===== src/rtl/lcd_write_arbiter_if.sv =====
// lcd_write_arbiter_if: requester and LCD byte-engine signals of the arbiter.
// slave = arbiter side, master = requesters plus engine (bench side).
//   i_req0/1, i_rs0/1, i_data0/1 : write requests, RS and byte per requester
//   o_ack0/1                     : one-cycle grant pulse, byte captured then
//   o_start, o_rs, o_data        : start level, RS and byte to the engine
//   i_done                       : engine done level
//   o_ready, o_init_done         : idle flag, init sequence finished
interface lcd_write_arbiter_if;
  logic       i_req0;
  logic       i_req1;
  logic       i_rs0;
  logic       i_rs1;
  logic [7:0] i_data0;
  logic [7:0] i_data1;
  logic       o_ack0;
  logic       o_ack1;
  logic       o_start;
  logic       o_rs;
  logic [7:0] o_data;
  logic       i_done;
  logic       o_ready;
  logic       o_init_done;

  modport slave (
    input  i_req0,
    input  i_req1,
    input  i_rs0,
    input  i_rs1,
    input  i_data0,
    input  i_data1,
    input  i_done,
    output o_ack0,
    output o_ack1,
    output o_start,
    output o_rs,
    output o_data,
    output o_ready,
    output o_init_done
  );

  modport master (
    output i_req0,
    output i_req1,
    output i_rs0,
    output i_rs1,
    output i_data0,
    output i_data1,
    output i_done,
    input  o_ack0,
    input  o_ack1,
    input  o_start,
    input  o_rs,
    input  o_data,
    input  o_ready,
    input  o_init_done
  );
endinterface


===== src/rtl/lcd_write_arbiter.sv =====
// lcd_write_arbiter: two-requester round-robin front end for an LCD
// byte-write engine, with optional power-on init sequence.
// Ports: iCLK (rising edge), iRST_N (async, active low),
//   bus (lcd_write_arbiter_if.slave): requests/acks, engine start/rs/data/done,
//   o_ready (idle), o_init_done (init sequence complete).
// Every write runs ISSUE, GUARD (2 cycles, done ignored), WAIT_DONE, SETTLE.
module lcd_write_arbiter #(
  parameter int SETTLE_CYC = 262142,
  parameter int INIT_EN    = 1
) (
  input logic                iCLK,
  input logic                iRST_N,
  lcd_write_arbiter_if.slave bus
);

  typedef enum logic [2:0] {
    INIT_ISSUE,
    IDLE,
    ISSUE,
    GUARD,
    WAIT_DONE,
    SETTLE
  } state_t;

  localparam logic [17:0] SETTLE_LIM = 18'(SETTLE_CYC);
  localparam logic [2:0]  INIT_LAST  = 3'd4;
  localparam logic        HAS_INIT   = (INIT_EN != 0);
  localparam state_t      RST_STATE  = HAS_INIT ? INIT_ISSUE : IDLE;

  state_t      state_q, state_d;
  logic [2:0]  idx_q, idx_d;
  logic [17:0] cnt_q, cnt_d;
  logic        guard_q, guard_d;
  logic        ptr_q, ptr_d;
  logic        start_q, start_d;
  logic        rs_q, rs_d;
  logic [7:0]  data_q, data_d;
  logic        init_done_q, init_done_d;
  logic        run_q;
  logic        gnt0, gnt1;
  logic        ack0, ack1;
  logic        init_pend;

  function automatic logic [7:0] init_byte(input logic [2:0] idx);
    logic [7:0] b;
    case (idx)
      3'd0:    b = 8'h38;
      3'd1:    b = 8'h0C;
      3'd2:    b = 8'h01;
      3'd3:    b = 8'h06;
      default: b = 8'h80;
    endcase
    return b;
  endfunction

  // Pointer only breaks ties; a lone request always wins.
  assign gnt0 = bus.i_req0 & (~bus.i_req1 | ~ptr_q);
  assign gnt1 = bus.i_req1 & (~bus.i_req0 | ptr_q);

  assign init_pend = HAS_INIT & ~init_done_q;

  always_comb begin
    state_d     = state_q;
    idx_d       = idx_q;
    cnt_d       = cnt_q;
    guard_d     = guard_q;
    ptr_d       = ptr_q;
    start_d     = start_q;
    rs_d        = rs_q;
    data_d      = data_q;
    init_done_d = init_done_q | ~HAS_INIT;
    ack0        = 1'b0;
    ack1        = 1'b0;
    unique case (state_q)
      INIT_ISSUE: begin
        rs_d    = 1'b0;
        data_d  = init_byte(idx_q);
        start_d = 1'b1;
        state_d = ISSUE;
      end
      IDLE: begin
        // run_q keeps grants off until the first clock after reset.
        if (run_q) begin
          unique case (1'b1)
            gnt0: begin
              ack0    = 1'b1;
              rs_d    = bus.i_rs0;
              data_d  = bus.i_data0;
              ptr_d   = 1'b1;
              start_d = 1'b1;
              state_d = ISSUE;
            end
            gnt1: begin
              ack1    = 1'b1;
              rs_d    = bus.i_rs1;
              data_d  = bus.i_data1;
              ptr_d   = 1'b0;
              start_d = 1'b1;
              state_d = ISSUE;
            end
            default: ;
          endcase
        end
      end
      ISSUE: begin
        guard_d = 1'b0;
        state_d = GUARD;
      end
      GUARD: begin
        // Done may still be high from the previous write here.
        if (guard_q) begin
          guard_d = 1'b0;
          state_d = WAIT_DONE;
        end else begin
          guard_d = 1'b1;
        end
      end
      WAIT_DONE: begin
        if (bus.i_done) begin
          start_d = 1'b0;
          cnt_d   = '0;
          state_d = SETTLE;
        end
      end
      SETTLE: begin
        // Values 0..LIM-1 are the idle cycles; reaching LIM clears it.
        if (cnt_q == SETTLE_LIM) begin
          cnt_d = '0;
          if (init_pend) begin
            if (idx_q == INIT_LAST) begin
              init_done_d = 1'b1;
              state_d     = IDLE;
            end else begin
              idx_d   = idx_q + 3'd1;
              state_d = INIT_ISSUE;
            end
          end else begin
            state_d = IDLE;
          end
        end else begin
          cnt_d = cnt_q + 18'd1;
        end
      end
      default: state_d = RST_STATE;
    endcase
  end

  always_ff @(posedge iCLK or negedge iRST_N) begin
    if (!iRST_N) begin
      state_q     <= RST_STATE;
      idx_q       <= '0;
      cnt_q       <= '0;
      guard_q     <= 1'b0;
      ptr_q       <= 1'b0;
      start_q     <= 1'b0;
      rs_q        <= 1'b0;
      data_q      <= 8'h00;
      init_done_q <= 1'b0;
      run_q       <= 1'b0;
    end else begin
      state_q     <= state_d;
      idx_q       <= idx_d;
      cnt_q       <= cnt_d;
      guard_q     <= guard_d;
      ptr_q       <= ptr_d;
      start_q     <= start_d;
      rs_q        <= rs_d;
      data_q      <= data_d;
      init_done_q <= init_done_d;
      run_q       <= 1'b1;
    end
  end

  assign bus.o_ack0      = ack0;
  assign bus.o_ack1      = ack1;
  assign bus.o_start     = start_q;
  assign bus.o_rs        = rs_q;
  assign bus.o_data      = data_q;
  assign bus.o_ready     = run_q & (state_q == IDLE);
  assign bus.o_init_done = init_done_q;

endmodule


===== src/flat_wrapper.sv =====
// flat-port wrapper written by rule: the top's interface ports become plain ports
module lcd_write_arbiter_flat 
#(
  parameter int SETTLE_CYC = 262142,
  parameter int INIT_EN    = 1
)
  (iCLK, iRST_N, bus_i_req0, bus_i_req1, bus_i_rs0, bus_i_rs1, bus_i_data0, bus_i_data1, bus_i_done, bus_o_ack0, bus_o_ack1, bus_o_start, bus_o_rs, bus_o_data, bus_o_ready, bus_o_init_done);
  lcd_write_arbiter_if bus_i ();
  input logic iCLK;
  input logic iRST_N;
  input wire logic [$bits(bus_i.i_req0)-1:0] bus_i_req0;
  input wire logic [$bits(bus_i.i_req1)-1:0] bus_i_req1;
  input wire logic [$bits(bus_i.i_rs0)-1:0] bus_i_rs0;
  input wire logic [$bits(bus_i.i_rs1)-1:0] bus_i_rs1;
  input wire logic [$bits(bus_i.i_data0)-1:0] bus_i_data0;
  input wire logic [$bits(bus_i.i_data1)-1:0] bus_i_data1;
  input wire logic [$bits(bus_i.i_done)-1:0] bus_i_done;
  output wire logic [$bits(bus_i.o_ack0)-1:0] bus_o_ack0;
  output wire logic [$bits(bus_i.o_ack1)-1:0] bus_o_ack1;
  output wire logic [$bits(bus_i.o_start)-1:0] bus_o_start;
  output wire logic [$bits(bus_i.o_rs)-1:0] bus_o_rs;
  output wire logic [$bits(bus_i.o_data)-1:0] bus_o_data;
  output wire logic [$bits(bus_i.o_ready)-1:0] bus_o_ready;
  output wire logic [$bits(bus_i.o_init_done)-1:0] bus_o_init_done;
  assign bus_i.i_req0 = bus_i_req0;
  assign bus_i.i_req1 = bus_i_req1;
  assign bus_i.i_rs0 = bus_i_rs0;
  assign bus_i.i_rs1 = bus_i_rs1;
  assign bus_i.i_data0 = bus_i_data0;
  assign bus_i.i_data1 = bus_i_data1;
  assign bus_i.i_done = bus_i_done;
  assign bus_o_ack0 = bus_i.o_ack0;
  assign bus_o_ack1 = bus_i.o_ack1;
  assign bus_o_start = bus_i.o_start;
  assign bus_o_rs = bus_i.o_rs;
  assign bus_o_data = bus_i.o_data;
  assign bus_o_ready = bus_i.o_ready;
  assign bus_o_init_done = bus_i.o_init_done;
  lcd_write_arbiter #(.SETTLE_CYC(SETTLE_CYC), .INIT_EN(INIT_EN)) u_core (.iCLK(iCLK), .iRST_N(iRST_N), .bus(bus_i));
endmodule

===== config.mk =====
export PLATFORM = sky130hd
export DESIGN_NAME = lcd_write_arbiter_flat
export DESIGN_NICKNAME = d
export VERILOG_FILES = /design/src/rtl/lcd_write_arbiter_if.sv /design/src/rtl/lcd_write_arbiter.sv /design/src/flat_wrapper.sv
export SDC_FILE = /design/constraint.sdc
export NUM_CORES = 1
export LEC_CHECK = 0
export BUFFER_PORTS_ARGS = -buffer_cell sky130_fd_sc_hd__buf_2
export CORE_ASPECT_RATIO = 1.4
export CORE_MARGIN = 2
export CORE_UTILIZATION = 53
export DETAILED_ROUTE_END_ITERATION = 8
export GPL_TIMING_DRIVEN = 0
export HOLD_SLACK_MARGIN = 0.05
export MAX_ROUTING_LAYER = met4
export PLACE_DENSITY = 0.75
export SYNTH_ARGS = -nofsm -noshare
export SYNTH_HDL_FRONTEND = slang
export SYNTH_SLANG_ARGS = --single-unit

===== constraint.sdc =====
create_clock -name iCLK -period 5.3 [get_ports iCLK]
set_clock_uncertainty 0.1 [all_clocks]
set_input_delay 1.06 -clock iCLK [delete_from_list [all_inputs] [get_ports iCLK]]
set_output_delay 1.06 -clock iCLK [all_outputs]
set_load 0.005 [all_outputs]

==> flow_results.org, run 1 <==
** Global route
- Global-route wire length before repair :: 9540 um
- In the global route stage, overall resource usage came out at 25.3%.
- Total grt overflow :: 0
- Entering global routing, the biggest net connects 39 pins.
- The number of antenna violations at the first check in global routing came to 0.
- The number of global-route vias before repair was 2,086.

** Clock network
- The clock reaches the later pin of the worst-skew pair after 0.30 ns.
- Resize count post-CTS :: 0
- CTS HTree Levels :: 2
- Counting the buffers created by CTS gives 5.
- TritonCTS built the clock tree.
- Cts-stage hold buffer count :: 0
- Number of post-CTS setup repair buffers :: 0
- Clock tree synthesis found a total of 38 sinks.
- Clock-pin slew was measured on the worst setup and hold paths at 0.08 ns.
- Clock tree buffer depth :: 2
- Clock root buffer master :: clkbuf_8

** Floorplan
- Initial cell density of the core :: 55.5%
- The floorplan step defined a core boundary enclosing 0.00424 sq mm.
- The die is 82.8 um tall.
- Die W :: 60.3 um
- Total number of placement rows :: 28
- Die area :: 0.00499 sq mm
- 37 I/O pins were placed.

** Route
- Detailed Route Iter0 Violations :: 116
- Post-detailed-route wirelength per cell :: 15.8 um
- The first TritonRoute pass finished after 4 iterations.
- Final Routed Wirelength :: 5790 um
- Summing over every cut layer, the via total after detailed routing is 2,205.
- After detailed routing, the number of remaining DRC violations is 0.
- Vias per cell :: 6.01
- Number of antenna-violating nets in the routed design :: 0

** Timing
- Worst Hold Slack :: 0.410 ns
- Final setup violation count :: 0
- The final count of hold timing violations was 0.
- Minimum clock period after layout :: 3.28 ns
- Setup slack on the critical path of the routed design comes to 2.02 ns.
- The final number of max-transition violations was 0.
- Slew at the pin with the worst max-slew slack :: 0.860 ns
- Based on the critical path, the design can be clocked at up to 0.305 GHz.
- RSZ-0062 raised after global routing :: no
- The worst pin sits at a relative slew slack of 42.7%.
- Adding up every negative setup slack in the final design gives 0 ns.
- The worst path uses 61.8% of the clock period.

** Cells and area
- Post-layout nets :: 336
- The area growth from synthesis to layout is 16.9%.
- Area used by multi-input combinational logic :: 0.00130 sq mm
- Fill cell count :: 374
- Post-route design area :: 0.00275 sq mm
- 0 antenna diodes ended up in the layout.
- Fraction of layout instances using a drive strength above 1 :: 20.5%
- In the final layout, flip-flops and latches occupy 951 sq um.

** Synth
- The Yosys step of the flow raised 0 warnings.
- By area, the combinational part of the netlist is dominated by simple AND/OR/NAND/NOR gates.
- In the synthesized netlist, the number of instances is 263.
- In the synthesized netlist the async set-or-reset flop fraction comes to 100%.
- Mapped cell area :: 0.00235 sq mm
- Of all cell types, the one taking the most synthesized area is dfrtp_1.
- Synth area leaders :: dfrtp_1 40%, nand2_1 4.0%, o21ai_0 3.8%
- Adder and majority gate portion of the synthesized area :: 3.72%
- Of the post-synthesis cell area, the dominant cell type holds 40.4%.
- Post-Syn Nets :: 293
- Area fraction in and, or, nand and nor cells after synthesis :: 23.5%
- Number of unique standard cell types used by synthesis :: 52
- Synth Area in XOR/XNOR :: 0.372%
- Number of synthesized register bits :: 38
- Multiplexer share of the synthesized area :: 4.26%
- Summing the areas of all compound-gate instances in the mapped netlist gives 23.3% of the synthesized area.
- For this run, the register share of the synthesized area comes to 40.4%.
- Average cell area after synthesis :: 8.94 sq um
- For this run, the leading register cell type out of synthesis is dfrtp_1.
- Yosys mapped a number of flops with a built-in enable equal to 0.

** Setup path
- In this design, the stage delay of the slowest critical-path cell is 0.66 ns.
- The cell family contributing the most delay on the critical path is simple AND/OR/NAND/NOR gates.
- WS Path Type :: reg2out
- Along the worst path, the maximum fanout reaches 8.
- The slowest stage of the critical path is the nor3b_1 cell.
- Number of buffers and inverters on the critical path :: 2
- Setup crit start kind :: flip-flop
- At the worst endpoint, the required time is 4.14 ns.
- STA classifies the critical path endpoint as an output port.
- Crit path cell chain :: clkbuf_1 -> nor3b_1 -> and2_0 -> and3_1 -> buf_2
- Data arrives at the worst endpoint at 2.12 ns.

** Placement
- Prior to clock tree synthesis, the placed netlist has a worst setup slack of 2.27 ns.
- Routability-driven placement finished with a final weighted congestion of 0.920.
- The HPWL after detailed placement is 4160 um.
- In this run the tool buffered the top-level ports with 36 buffer cells.
- In this run the cell area measured after placement is 0.00261 sq mm.

** Power and ir drop
- P_leak :: 1.13 nW
- The completed layout was analyzed and its total power is 797 uW.
- Max rail drop VDD :: 0.000231 V
- Dividing total power by cell area gives a power density of 290 mW/mm^2.

** Run
- Across the run, the number of max-cap violations was 0.

** Status
- The flow ran to the end, and the final reports show no timing, DRC or antenna violations.

** Worst hold path
- Tightest Hold Check Type :: reg2reg
## layout make-up
cell class	instances	share of cell area (%)
sequential	38	34.6
multi-input combinational	201	47.3
clock buffer	6	3.00
timing repair buffer	36	6.55
buffer	14	2.32
clock inverter	2	2.18
inverter	10	1.36
tap	60	2.73
## flip-flops by register name (all words and copies together), names as in the netlist
name / flops
u_core.state_q: 3
u_core.ptr_q: 1
u_core.idx_q: 3
u_core.bus.o_rs: 1
u_core.bus.o_data: 8
u_core.cnt_q: 18
u_core.bus.o_start: 1
u_core.run_q: 1
u_core.bus.o_init_done: 1
u_core.guard_q: 1
## cells in the mapped netlist (4+ instances only)
| master | count |
|---|---|
| nor3_1 | 6 |
| ha_1 | 7 |
| nand4_1 | 5 |
| o21ai_0 | 18 |
| nor4_1 | 4 |
| inv_1 | 10 |
| or3_1 | 6 |
| a22oi_1 | 4 |
| clkbuf_1 | 10 |
| mux2_2 | 8 |
| o31ai_1 | 7 |
| or4_1 | 7 |
| nor2_1 | 11 |
| dfrtp_1 | 38 |
| nand2_1 | 25 |
| nand3_1 | 14 |
| and3_1 | 7 |
| a21oi_1 | 9 |
| a31oi_1 | 9 |
| o211ai_1 | 6 |
| nor2b_1 | 7 |
## worst paths after layout
path,end,cells past startpoint,slack [ns],start
max,bus_o_ack1,5,2.02,u_core.state_q[0]$_DFFE_PN0P_
min,u_core.ptr_q$_DFFE_PN0P_,1,0.41,u_core.ptr_q$_DFFE_PN0P_
max reg2reg,u_core.bus.o_data[1]$_DFFE_PN0P_,5,2.97,u_core.state_q[0]$_DFFE_PN0P_
min reg2reg,u_core.ptr_q$_DFFE_PN0P_,1,0.41,u_core.ptr_q$_DFFE_PN0P_
max in group asynchronous,u_core.cnt_q[16]$_DFFE_PN0P_,1,3.80,iRST_N
min in group asynchronous,u_core.bus.o_data[7]$_DFFE_PN0P_,1,0.76,iRST_N
## per-layer routing
| layer | part of all wire, % | routed length, um | GRT usage, % | vias to the layer above |
|---|---|---|---|---|
| li1 | - | - | - | 1080 |
| met1 | 40 | 2320 | 28.8 | 1048 |
| met2 | 53 | 3050 | 42.9 | 65 |
| met3 | 4.9 | 284 | 4.36 | 12 |
| met4 | 2.3 | 133 | 9.29 | 0 |
| met5 | 0 | 0 | - | - |
## per-stage QoR
step	std cells	util, %
finish	367	64.9
global route	367	64.9
CTS	367	64.9
detailed placement	359	61.5
global placement	359	61.5
floorplan	263	-
## cell usage in the layout (no fill, tap or decap), types with 5 or more instances in the layout
cell type / instances
nor3_1: 6
nor2_1: 11
mux2_2: 8
nand3_1: 14
clkbuf_8: 6
or3_1: 6
o211ai_1: 6
nand2_1: 25
or4_1: 7
a31oi_1: 9
a21oi_1: 9
buf_2: 39
dfrtp_1: 38
and3_1: 7
clkbuf_1: 10
ha_1: 7
o31ai_1: 7
o21ai_0: 18
inv_1: 10
nor2b_1: 7
nand4_1: 5
## where the power goes
group          switching [mW]  internal (mW)  total, mW  leakage [nW]
registers              0.0494          0.324      0.373         0.471
clock network           0.110          0.201      0.311        0.0714
logic                  0.0653         0.0472      0.113         0.585
## cells by family (layout without fill, tap and decap cells)
family | Yosys count | in the layout
and+or+nand+nor | 103 | 103
AOI/OAI and AO/OA | 80 | 80
DFF | 38 | 38
buffers and inverters | 24 | 68
muxes | 9 | 9
adders and majority gates | 7 | 7
other | 1 | 1
xor gates and xnor gates | 1 | 1
## worst register-to-register path: cells and delay by family (launching register included)
kind / cells / cell delay, ns
buffers and inverters: 2 / 0.66
AO/OA/AOI/OAI: 1 / 0.18
flip-flops: 1 / 0.33
AND/OR/NAND/NOR: 1 / 0.66
multiplexers: 1 / 0.29
Note: power is estimated with default switching activity, not from simulation.
==> run 2: changes to the inputs <==
--- a/config.mk
+++ b/config.mk
@@ -8,12 +8,12 @@
 export BUFFER_PORTS_ARGS = -buffer_cell sky130_fd_sc_hd__buf_2
 export CORE_ASPECT_RATIO = 1.4
 export CORE_MARGIN = 2
-export CORE_UTILIZATION = 53
+export CORE_UTILIZATION = 51
 export DETAILED_ROUTE_END_ITERATION = 8
 export GPL_TIMING_DRIVEN = 0
 export HOLD_SLACK_MARGIN = 0.05
 export MAX_ROUTING_LAYER = met4
-export PLACE_DENSITY = 0.75
+export PLACE_DENSITY = 0.76
 export SYNTH_ARGS = -nofsm -noshare
 export SYNTH_HDL_FRONTEND = slang
 export SYNTH_SLANG_ARGS = --single-unit
==> constraint.sdc (replaced) <==
create_clock -name iCLK -period 2.8 [get_ports iCLK]
set_clock_uncertainty 0.1 [all_clocks]
set_input_delay 0.56 -clock iCLK [delete_from_list [all_inputs] [get_ports iCLK]]
set_output_delay 0.56 -clock iCLK [all_outputs]
set_load 0.005 [all_outputs]
==> flow_results.org, run 2 (same netlist as run 1, synthesis figures left out) <==
** Power and ir drop
- P_leak :: 1.11 nW (-1.9%)
- The worst voltage drop across the vdd grid was 0.000446 V (+93%).
- The post-route total power is 1.32 mW (+66%).
- The power per standard cell area came to 489 mW/mm^2 (+69%).

** Clock network
- Clock latency on the worst-skew pair :: 0.30 ns (about the same)
- CTS HTree Levels :: 2 (unchanged)
- Number of clock buffers inserted by TritonCTS :: 5 (unchanged)
- Cts-stage hold buffer count :: 0 (unchanged)
- Clock transition time at the flip-flop clock pins of the worst setup and hold paths :: 0.08 ns (about the same)
- The CTS sink count came to 38 (unchanged).
- Clock tree from TritonCTS :: yes
- Clock tree buffer depth :: 2 (unchanged)
- Clock root buffer master :: clkbuf_8

** Cells and area
- Compared with the post-synthesis result, the final layout area differs by 15.2%.
- Post-layout nets :: 336 (unchanged)
- Diodes inserted :: 0 (unchanged)
- Non-Filler Instances :: 369 (+0.54%)
- Commonest cells after routing, fill and taps aside :: 39 x buf_2, 38 x dfrtp_1, 25 x nand2_1
- Most common cell after layout, fill and taps aside :: buf_2
- u_core.cnt_q holds more flip-flops than any other register.
- Post-route design area :: 0.00271 sq mm (-1.5%)
- Number of flip-flops under the largest register name :: 18 (unchanged)
- Fraction of layout instances using a drive strength above 1 :: 20.8% (+0.33 points)

** Timing
- The setup TNS after final layout was 0 ns (unchanged).
- The worst relative slew slack is 43.3% (+0.61 points).
- Portion of the clock cycle consumed by the worst path in the final layout :: 93.1%
- Number of failing hold endpoints at the final stage :: 0 (unchanged)
- The clock period could shrink to 2.61 ns.
- Achievable frequency :: 0.384 GHz
- Setup repair after global routing left no endpoint under its margin.
- The setup-violating endpoint count in the final report is 0 (unchanged).
- The pin slew with the least headroom to its limit came to 0.851 ns (-0.00910 ns).
- The final number of max-transition violations is 0 (unchanged).

** Setup path
- The number of buffer and inverter instances along the worst setup path was 2 (unchanged).
- Walking the worst path, the cells encountered are clkbuf_1 -> nor3b_2 -> and2_0 -> and3_1 -> buf_2.
- The arrival time at the worst endpoint was 1.95 ns (-0.17 ns).
- Top Family by Delay on Critical Path :: simple AND/OR/NAND/NOR gates
- CP required :: 2.14 ns (-2.00 ns)
- Setup crit start kind :: flip-flop
- Worst-path maximum fanout :: 8 (unchanged)
- The largest stage delay on the critical path came to 0.47 ns (-0.19 ns).
- The critical path in this run is classified as reg2out.
- Critical-path top delay cell :: nor3b_2
- The worst setup path is captured at an output port.

** Placement
- Instance area at placement :: 0.00261 sq mm (about the same)
- The total of buffers placed on input and output ports came to 36 (unchanged).
- Cells after DPL :: 361 (+0.56%)
- The sum of net half-perimeters after detailed placement was 4080 um (-1.7%).
- Routability congestion estimate :: 0.921 (+0.13%)

** Global route
- The number of global-route vias before repair is 2,087 (+0.048%).
- The overall routing resource usage came to 24.4% (-0.84 points).
- The number of antenna violations at the first check in global routing came to 0 (unchanged).
- The global route total overflow is 0 (unchanged).
- Largest net degree at the start of global routing :: 39 (unchanged)
- The wire length of the first global-routing pass was 9360 um (-1.9%).

** Route
- The number of iterations in the first detailed-routing pass came to 4 (unchanged).
- The via total after detailed routing was 2,237 (+1.5%).
- Residual DRC :: 0 (unchanged)
- Detailed Route Iter0 Violations :: 109 (-6.0%)
- Post-detailed-route wirelength per cell :: 15.6 um (-1.0%)
- The total wire length is 5760 um (-0.48%).
- The ratio of routed vias to standard cells was 6.06 (+0.90%).
- The number of nets with antenna violations after detailed routing was 0 (unchanged).

** Status
- Status :: complete, no violations

** Run
- The number of maximum-capacitance constraint violations came to 0 (unchanged).

** Floorplan
- Die H :: 84.4 um (+1.8%)
- CORE AREA :: 0.00450 sq mm (+6.1%)
- The overall die width came to 61.4 um (+1.8%).
- Die area :: 0.00518 sq mm (+3.7%)
- The starting density of the core is 52.3% (-3.2 points).
- The number of top-level pins came to 37 (unchanged).
- Total number of placement rows :: 29 (+3.6%)

** Worst hold path
- Tightest Hold Check Type :: in2async
[run 2: cell types whose count changed in the layout (fill, tap and decap cells not counted)]
cell        before  now
bufinv_16        2    0
clkinv_2         0    1
clkinvlp_4       0    1
nor3b_1          1    0
nor3b_2          0    1
[run 2: path summary, 6_finish.rpt]
| path | startpoint | endpoint | slack [ns] | cells after the start |
|---|---|---|---|---|
| setup / recovery | u_core.state_q[0]$_DFFE_PN0P_ | bus_o_ack1 | 0.19 | 5 |
| hold / removal | iRST_N | u_core.bus.o_data[3]$_DFFE_PN0P_ | 0.26 | 1 |
| setup reg to reg | u_core.cnt_q[0]$_DFFE_PN0P_ | u_core.cnt_q[11]$_DFFE_PN0P_ | 0.51 | 7 |
| hold reg to reg | u_core.ptr_q$_DFFE_PN0P_ | u_core.ptr_q$_DFFE_PN0P_ | 0.40 | 1 |
| max in group asynchronous | iRST_N | u_core.cnt_q[14]$_DFFE_PN0P_ | 1.80 | 1 |
| min in group iCLK | u_core.ptr_q$_DFFE_PN0P_ | u_core.ptr_q$_DFFE_PN0P_ | 0.40 | 1 |
[run 2: routing by layer]
layer  wire length, um  global-route usage, %  vias up
li1                  -                      -     1091
met1              2370                   27.6     1062
met2              2930                   40.5       73
met4               167                   11.0        0
met5                 0                      -        -
met3               294                   4.47       11
[run 2: metrics by stage]
step / setup WS [ns] / hold slack (ns) / util [%]
2_1_floorplan: 0.731 / 0.164 / -
3_3_place_gp: 0.365 / 0.381 / 58.0
3_5_place_dp: 0.340 / 0.387 / 58.0
4_1_cts: 0.238 / 0.293 / 60.2
5_1_grt: 0.0340 / 0.334 / 60.2
6_report: 0.193 / 0.263 / 60.2
[run 2: worst reg2reg max path, stage by stage, from the launching register on]
cell	delay (ns)
dfrtp_1	0.43
inv_1	0.08
ha_1	0.14
nand4_1	0.14
or3_1	0.48
o21ai_1	0.35
buf_2	0.31
o221ai_1	0.13
[run 2: cell type report]
type	instances	area [sq um]
tap	62	77.6
multi-input combinational	201	1310
timing repair buffer	36	180
fill	434	1790
clock buffer	6	82.6
clock inverter	2	12.5
buffer	14	63.8
sequential	38	951
inverter	10	37.5
[run 2: timing repair]
action | 4_1_cts | 5_1_grt
hold endpoints to repair | 0 | 0
setup endpoints to repair | 2 | 0
resized for setup | 1 | 0
setup buffers | 0 | 0
[run 2: report_power, final]
| part | switching, mW | total, mW | internal, mW |
|---|---|---|---|
| clock network | 0.205 | 0.403 | 0.198 |
| registers | 0.0944 | 0.707 | 0.612 |
| logic | 0.124 | 0.214 | 0.0895 |
==> run 3: changes to the inputs <==
--- a/config.mk
+++ b/config.mk
@@ -5,15 +5,16 @@
 export SDC_FILE = /design/constraint.sdc
 export NUM_CORES = 1
 export LEC_CHECK = 0
-export BUFFER_PORTS_ARGS = -buffer_cell sky130_fd_sc_hd__buf_2
 export CORE_ASPECT_RATIO = 1.4
 export CORE_MARGIN = 2
-export CORE_UTILIZATION = 51
+export CORE_UTILIZATION = 53
+export CTS_BUF_LIST = sky130_fd_sc_hd__clkbuf_16
 export DETAILED_ROUTE_END_ITERATION = 8
+export DONT_BUFFER_PORTS = 1
 export GPL_TIMING_DRIVEN = 0
 export HOLD_SLACK_MARGIN = 0.05
 export MAX_ROUTING_LAYER = met4
-export PLACE_DENSITY = 0.76
+export PLACE_DENSITY = 0.71
 export SYNTH_ARGS = -nofsm -noshare
 export SYNTH_HDL_FRONTEND = slang
 export SYNTH_SLANG_ARGS = --single-unit
==> flow_results.org, run 3 (same netlist as run 1, synthesis figures left out) <==
** Route
- Final Routed Wirelength :: 5820 um (+0.97%)
- Post-detailed-route wirelength per cell :: 17.5 um (+12%)
- Number of antenna-violating nets in the routed design :: 0 (unchanged)
- The number of iterations in the first detailed-routing pass came to 4 (unchanged).
- The total DRC errors in the routed layout came to 0 (unchanged).
- The ratio of routed vias to standard cells is 6.50 (+7.1%).
- The via total after detailed routing is 2,163 (-3.3%).
- The initial DRC count came to 135 (+24%).

** Setup path
- Critical-path top delay cell :: nor3b_2
- Walking the worst path, the cells encountered are clkbuf_1 -> nor3b_2 -> and2_0 -> and3_1.
- CP required :: 2.14 ns (about the same)
- Worst-path maximum fanout :: 8 (unchanged)
- Delay of the slowest cell on the worst path :: 0.45 ns (-0.02 ns)
- Critical path arrival :: 1.84 ns (-0.11 ns)
- The number of buffer and inverter instances along the worst setup path was 1 (-1).
- Top Family by Delay on Critical Path :: simple AND/OR/NAND/NOR gates
- Number of cells on the critical path :: 4 (-1)
- Register-to-Register Path Depth :: 7 (unchanged)
- STA classifies the critical path startpoint as a flip-flop.
- The critical path is of the reg2out type.
- Capturing element type of the critical path :: output port

** Global route
- The overall routing resource usage was 25.1% (+0.68 points).
- Total grt overflow :: 0 (unchanged)
- Via count of the first global-routing pass :: 2,085 (-0.096%)
- The number of antenna violations at the first check in global routing was 0 (unchanged).
- The largest net degree at the start of global routing was 39 (unchanged).
- The wire length of the first global-routing pass was 9340 um (-0.22%).

** Power and ir drop
- Ratio of total power to cell area :: 626 mW/mm^2 (+28%)
- The leakage power is 1.02 nW (-7.3%).
- The worst voltage drop across the vdd grid came to 0.000496 V (+11%).

** Timing
- Setup repair after global routing left no endpoint under its margin.
- Achievable frequency :: 0.399 GHz (+4.1%)
- Final setup violation count :: 0 (unchanged)
- Number of failing hold endpoints at the final stage :: 0 (unchanged)
- Worst slew margin relative to its limit :: 47.9% (+4.6 points)
- Minimum clock period after layout :: 2.50 ns (-0.104 ns)
- The final period utilization came to 89.4% (-3.7 points).
- The pin slew with the least headroom to its limit is 0.775 ns (-0.0755 ns).
- Total negative slack :: 0 ns (unchanged)
- Slew Limit Fails :: 0 (unchanged)

** Run
- The number of maximum-capacitance constraint violations came to 0 (unchanged).

** Floorplan
- Top-Level Pins :: 37 (unchanged)
- The placement row count came to 28 (-3.4%).
- Die W :: 60.3 um (-1.8%)
- The overall die area is 0.00499 sq mm (-3.6%).
- Die H :: 82.8 um (-1.8%)
- The starting density of the core is 55.5% (+3.2 points).
- CORE AREA :: 0.00424 sq mm (-5.8%)

** Placement
- Final HPWL DP :: 4050 um (-0.76%)
- The total of buffers placed on input and output ports was 0 (-100%).
- Routability congestion estimate :: 0.846 (-8.2%)

** Clock network
- Clock root buffer master :: clkbuf_16
- Clock tree from TritonCTS :: yes
- CTS HTree Levels :: 2 (unchanged)
- The clock latency on the worst-skew pair is 0.29 ns (about the same).
- The clock-pin transition on the worst setup and hold timing paths is 0.06 ns (-0.02 ns).
- The number of buffers inserted during clock tree synthesis was 5 (unchanged).
- The clock tree buffer depth is 2 (unchanged).
- Clock tree sinks :: 38 (unchanged)

** Status
- The run finished with clean final reports.

** Cells and area
- Most common cell after layout, fill and taps aside :: dfrtp_1
- Final core utilization :: 62.7% (+2.4 points)
- Post-layout nets :: 302 (-10%)
- The fraction of final layout cells sized beyond drive strength 1 was 10.6% (-10 points).
- Top reg by flops :: u_core.cnt_q
- The number of flip-flops in the largest register came to 18 (unchanged).
- Leaving out fill and tap cells, the most frequent cells in the layout are 38 x dfrtp_1, 25 x nand2_1, 18 x o21ai_0.
- Area growth from synthesis to final layout :: 12.9%
- The antenna diode count was 0 (unchanged).

** Worst hold path
- The worst hold path was traced through 2 stages.
- The path class of the tightest hold or removal check is in2reg.
-- run 3: path summary, 6_finish.rpt --
kind / start / endpoint / slack (ns)
hold / removal: bus_i_req0 / u_core.ptr_q$_DFFE_PN0P_ / 0.36
setup reg to reg: u_core.cnt_q[0]$_DFFE_PN0P_ / u_core.cnt_q[17]$_DFFE_PN0P_ / 0.50
max in group asynchronous: iRST_N / u_core.cnt_q[13]$_DFFE_PN0P_ / 1.78
min in group asynchronous: iRST_N / u_core.bus.o_data[3]$_DFFE_PN0P_ / 0.63
setup / recovery: u_core.state_q[0]$_DFFE_PN0P_ / bus_o_ack0 / 0.30
hold reg to reg: u_core.ptr_q$_DFFE_PN0P_ / u_core.ptr_q$_DFFE_PN0P_ / 0.41
-- run 3: routing by layer --
layer  routed length (um)  global-route usage (%)  vias up
met3                  281                    5.45       14
met4                  157                    9.90        0
met1                 2270                    27.9     1065
met2                 3100                    42.3       64
li1                     -                       -     1020
met5                    0                       -        -
-- run 3: layout make-up --
type                            count  area (sq um)
Fill cell                         375          1580
Sequential cell                    38           951
Multi-Input combinational cell    201          1310
Inverter                           10          37.5
Buffer                             14          63.8
Tap cell                           60          75.1
Timing Repair Buffer                2          30.0
Clock inverter                      3          68.8
Clock buffer                        5           125
-- run 3: worst register-to-register path: cells and delay by family (launching register included) --
kind,cells,cell delay (ns)
buffers and inverters,2,0.39
adder cells (fa/ha/maj),1,0.14
flip-flops,1,0.43
AND/OR/NAND/NOR,2,0.63
AO/OA/AOI/OAI,2,0.49
-- run 3: stage by stage --
step	total power [mW]	area, sq um	setup slack, ns	hold WS (ns)	instances
6_report	1.66	2660	0.296	0.361	333
3_3_place_gp	0.893	2430	0.388	0.165	323
4_1_cts	1.67	2650	0.0647	0.363	333
2_1_floorplan	0.843	2350	0.731	0.164	263
3_5_place_dp	0.901	2430	0.394	0.165	323
5_1_grt	1.74	2660	0.163	0.398	333
-- run 3: power breakdown --
| group | switching [mW] | internal [mW] |
|---|---|---|
| Sequential | 0.0954 | 0.613 |
| Clock | 0.240 | 0.512 |
| Combinational | 0.118 | 0.0828 |
-- run 3: repair_timing --
action                                 in CTS  in global routing
hold buffers                                2                  0
setup endpoints to repair                   0                  2
resized for setup                           0                  1
endpoints found under the hold margin      38                  0
buffers inserted                            0                  0
